==> src/rtl/fsm_sequencer.sv <==
// fsm_sequencer: drives the fsm worker through a programmed batch of jobs.
// Each job is a single-cycle start pulse followed by a wait for done. The
// worker must be idle before each start is issued. Timeouts and stray done
// pulses are reported to the surrounding control logic.
//
// state  | meaning
// -------+---------------------------------------------------------------
// IDLE   | waiting for go; the last batch's jobs_done stays visible
// CHECK  | waiting for worker_state == 0 before the next job
// ISSUE  | start pulse for one cycle
// WAIT   | waiting for done from the worker
// FINISH | finished pulse for one cycle
// ERROR  | timed out in CHECK or WAIT; held until clear
module fsm_sequencer #(
  parameter int CNT_W   = 8,
  parameter int TIMEOUT = 16
) (
  input  logic             clock,
  input  logic             reset,
  input  logic             go,
  input  logic [CNT_W-1:0] num_jobs,
  input  logic             clear,
  input  logic [7:0]       worker_state,
  input  logic             done,
  output logic             start,
  output logic             busy,
  output logic             finished,
  output logic             timeout_err,
  output logic             spurious_done,
  output logic [CNT_W-1:0] jobs_done
);

  typedef enum logic [2:0] {
    IDLE   = 3'd0,
    CHECK  = 3'd1,
    ISSUE  = 3'd2,
    WAIT   = 3'd3,
    FINISH = 3'd4,
    ERROR  = 3'd5
  } state_t;

  // The timer counts down from TIMEOUT-1 and expires when it reads zero.
  // This gives exactly TIMEOUT sampled cycles in CHECK or WAIT.
  localparam logic [7:0] TIMER_LOAD = 8'(TIMEOUT - 1);

  state_t           state, state_nx;
  logic [CNT_W-1:0] target, target_nx;
  logic [CNT_W-1:0] jobs_nx, jobs_inc;
  logic [7:0]       timer, timer_nx;
  logic             spur_nx;

  assign jobs_inc = jobs_done + {{(CNT_W-1){1'b0}}, 1'b1};

  // State, batch bookkeeping and timer registers.
  always_ff @(posedge clock or negedge reset) begin
    if (!reset) begin
      state         <= IDLE;
      target        <= '0;
      jobs_done     <= '0;
      timer         <= '0;
      spurious_done <= 1'b0;
    end else begin
      state         <= state_nx;
      target        <= target_nx;
      jobs_done     <= jobs_nx;
      timer         <= timer_nx;
      spurious_done <= spur_nx;
    end
  end

  // Next-state logic. A done outside WAIT is never counted. It only sets the
  // sticky flag, and go acceptance or clear drops that flag.
  always_comb begin
    state_nx  = state;
    target_nx = target;
    jobs_nx   = jobs_done;
    timer_nx  = timer;
    spur_nx   = spurious_done | (done && (state != WAIT));
    case (state)
      IDLE: begin
        if (go) begin
          target_nx = num_jobs;
          jobs_nx   = '0;
          spur_nx   = 1'b0;
          timer_nx  = TIMER_LOAD;
          state_nx  = (num_jobs == '0) ? FINISH : CHECK;
        end
      end
      CHECK: begin
        if (worker_state == 8'd0) begin
          state_nx = ISSUE;
        end else if (timer == 8'd0) begin
          state_nx = ERROR;
        end else begin
          timer_nx = timer - 8'd1;
        end
      end
      ISSUE: begin
        timer_nx = TIMER_LOAD;
        state_nx = WAIT;
      end
      WAIT: begin
        // done takes priority over a timeout on the same edge
        if (done) begin
          jobs_nx  = jobs_inc;
          timer_nx = TIMER_LOAD;
          state_nx = (jobs_inc == target) ? FINISH : CHECK;
        end else if (timer == 8'd0) begin
          state_nx = ERROR;
        end else begin
          timer_nx = timer - 8'd1;
        end
      end
      FINISH: begin
        state_nx = IDLE;
      end
      ERROR: begin
        if (clear) begin
          spur_nx  = 1'b0;
          state_nx = IDLE;
        end
      end
      default: begin
        state_nx = IDLE;
      end
    endcase
  end

  assign start       = (state == ISSUE);
  assign finished    = (state == FINISH);
  assign timeout_err = (state == ERROR);
  assign busy        = (state == CHECK) || (state == ISSUE) ||
                       (state == WAIT)  || (state == FINISH);

endmodule

==> config.mk <==
export PLATFORM = sky130hd
export DESIGN_NAME = fsm_sequencer
export DESIGN_NICKNAME = d
export VERILOG_FILES = /design/src/rtl/fsm_sequencer.sv
export SDC_FILE = /design/constraint.sdc
export NUM_CORES = 1
export LEC_CHECK = 0
export CAP_MARGIN = 20
export CORE_AREA = 4 4 83 85
export CTS_CLUSTER_SIZE = 40
export DETAILED_ROUTE_END_ITERATION = 6
export DIE_AREA = 0 0 87 89
export GPL_ROUTABILITY_DRIVEN = 0
export SYNTH_ARGS = -nofsm -noshare
export SYNTH_HDL_FRONTEND = slang
export SYNTH_SLANG_ARGS = --single-unit
==> constraint.sdc <==
create_clock -name clock -period 3.7 [get_ports clock]
set_input_delay 0.555 -clock clock [delete_from_list [all_inputs] [get_ports clock]]
set_output_delay 0.555 -clock clock [all_outputs]
set_load 0.02 [all_outputs]
==> results by group <==
Placed design
  – Port bufs: 33
  – HPWL Detailed: 3200 µm
  – DP Area: 2190 µm²

Die
  – IO Count: 34
  – Core outline area: 6200 µm²
  – Chip Height: 89 µm
  – Rows: 29
  – Die area: 7740 µm²
  – Die width: 87 µm
  – Starting density of the core: 29.1%

Logic synthesis
  – Cells after Synth: 197
  – Biggest area consumer among synthesized cells: dfrtp_1
  – Share of the synthesized area in the top cell type: 38.8%
  – Synth Warn #: 0
  – Seq/Total Area, Yosys: 38.8%
  – Cell Area, Synth: 1810 µm²
  – Distinct cells, synth: 49
  – Mapped Avg Cell Area: 9.17 µm²
  – Post-Syn Nets: 221
  – Dominant cells by area after synthesis: dfrtp_1 (39%), o21ai_0 (5.5%), mux2_2 (5.0%)
  – Ys async rst share: 100%
  – Post-synth EDFFs: 0
  – Seq cells post-synth: 28
  – Main synth FF type: dfrtp_1

Timing
  – TNS Setup: 0 ps
  – Clock period minus final worst setup slack: 2630 ps
  – Max Fclk: 381 MHz
  – Final Cycle Share: 71.0%
  – Final setup fails: 0
  – Worst Tran Pin Value: 646 ps
  – Relative slew margins: 56.9%
  – RSZ-0062 raised after global routing: no
  – Final hold violations: 0
  – Slew Limit Fails: 0
  – Clk_skew: 2.50 ps

Detailed routing
  – Detailed Route Iter0 Violations: 115
  – DRC viols: 0
  – DR WL/cell: 14.1 µm
  – DR vias/cell: 5.16
  – Antenna-violating nets left: 0
  – DR pass1 iterations: 4
  – Via count: 1562
  – Total wire length: 4280 µm

CTS
  – Clk Tree Root Cell: clkbuf_8
  – TritonCTS clock tree: yes
  – Hold Buf Count CTS: 0
  – Worst-skew pair later-pin latency: 280 ps
  – Worst-path clk slew: 100 ps
  – Clock buffer depth: 2
  – H-tree depth: 1
  – Postcts setup bufs: 0
  – Post-cts resize count: 0
  – Num CTS Buffers: 3
  – Clk sinks: 28

GRT
  – Pin count of the biggest net entering global routing: 29
  – Initial antenna violation count: 0
  – Vias in the first global route: 1517
  – Final global-route overflow total: 0
  – Overall Global Routing Usage: 11.9%
  – Global-route wire length before repair: 7290 µm

Worst setup path
  – Max FO, Critical Path: 21
  – Arr. time, crit path: 2070 ps
  – Worst path max stage delay: 770 ps
  – Slowest CP cell: dfrtp_1
  – CP bufs+invs: 1
  – Critical Setup Path Class: flip-flop to primary output
  – CP Data Required Time: 3140 ps
  – Crit. End Element: primary output
  – Crit path launch type: flip-flop
  – CP delay by family, top: flip-flops
  – Crit-path cells: nor2_1 -> xnor2_1 -> clkdlybuf4s50_1

Layout
  – Area growth, synth to finish: 24.2%
  – Antenna cell count: 0
  – Commonest non-fill, non-tap cell in the layout: clkdlybuf4s50_1
  – Share of layout cells above drive strength 1: 9.29%
  – Final instance area: 2240 µm²
  – Most frequent cells in the layout: clkdlybuf4s50_1 (33), dfrtp_1 (28), o21ai_0 (20)
  – Nets: 251

Power
  – Leakage: 0.842 nW
  – Peak supply drop: 194 µV
  – Power density over cell area: 475 nW/µm²

Outcome
  – Status: finished, final reports clean

Hold path
  – Hold Path Class: flip-flop to flip-flop

Job
  – Max Cap Viol: 0
## area by class of cell
class	instances	area (µm²)
fillers	639	3960
multi-input cells	152	1020
flip-flops and latches	28	701
repair buffers	34	338
well taps	77	96.3
clock buffers	4	55.1
inverters	8	30.0
## state kept, by name, summed over array words and instances (netlist names)
name,cells
jobs_done,8
timer,8
target,8
spurious_done,1
state,3
## cells by family (layout without fill, tap and decap cells)
logic type / after synthesis / after routing / synth area share [%]
buffers and inverters: 17 / 46 / 4.50
adders and majority gates: 3 / 3 / 2.08
xor gates and xnor gates: 15 / 15 / 8.03
and+or+nand+nor: 74 / 74 / 22.6
AOI/OAI and AO/OA: 51 / 51 / 18.4
DFF: 28 / 28 / 38.8
muxes: 9 / 9 / 5.61
## worst paths after layout
check | depth (start not counted) | to | startpoint | slack (ps)
max | 3 | busy | state[1] | 1070
min | 1 | jobs_done[7] | jobs_done[7] | 530
max reg2reg | 6 | state[0] | jobs_done[0] | 1490
min reg2reg | 1 | jobs_done[7] | jobs_done[7] | 530
max in group asynchronous | 2 | jobs_done[2] | reset | 2790
min in group asynchronous | 2 | timer[1] | reset | 650
## worst register-to-register path: stages, from the launching register on
cell     delay (ps)
dfrtp_1         520
ha_1            390
xnor3_1         420
nand4_1         150
a21oi_1         180
nand4_1         170
a32o_1          290
## routing by layer
metal | part of all wire, % | up-vias | GRT usage [%]
met2 | 45 | 52 | 18.6
met1 | 47 | 725 | 16.3
met4 | 1.4 | 0 | 4.25
met5 | 0 | - | 0
li1 | - | 781 | -
met3 | 6.8 | 4 | 2.30
## power by group
part	internal, mW	switching [mW]	leakage [nW]
clock network	0.0955	0.0993	0.0288
logic	0.207	0.199	0.460
registers	0.384	0.0821	0.354
total	0.686	0.380	0.842
## synthesized netlist by cell type, types with 3 or more instances
cell / count
ha_1: 3
nor4_2: 3
nand2_1: 15
buf_2: 5
or3_1: 3
nand4_1: 3
nand3_1: 8
dfrtp_1: 28
and3_1: 3
xnor2_1: 8
o21ai_0: 20
mux2_2: 8
nor2b_1: 3
inv_1: 8
a21oi_1: 7
nor2_1: 19
nor4_1: 3
o211ai_1: 5
nor3_1: 3
xor2_1: 6
## stage by stage
stage	worst slack (ps)	instances	power, mW	hold WS [ps]	utilization [%]
floorplan	1910	197	0.760	259	-
global placement	1260	299	0.877	511	35.3
detailed placement	1290	299	0.881	517	35.3
CTS	1080	303	1.08	540	36.2
global route	952	303	1.16	565	36.2
finish	1070	303	1.07	534	36.2
No activity file was read; power rests on OpenSTA's default activity.
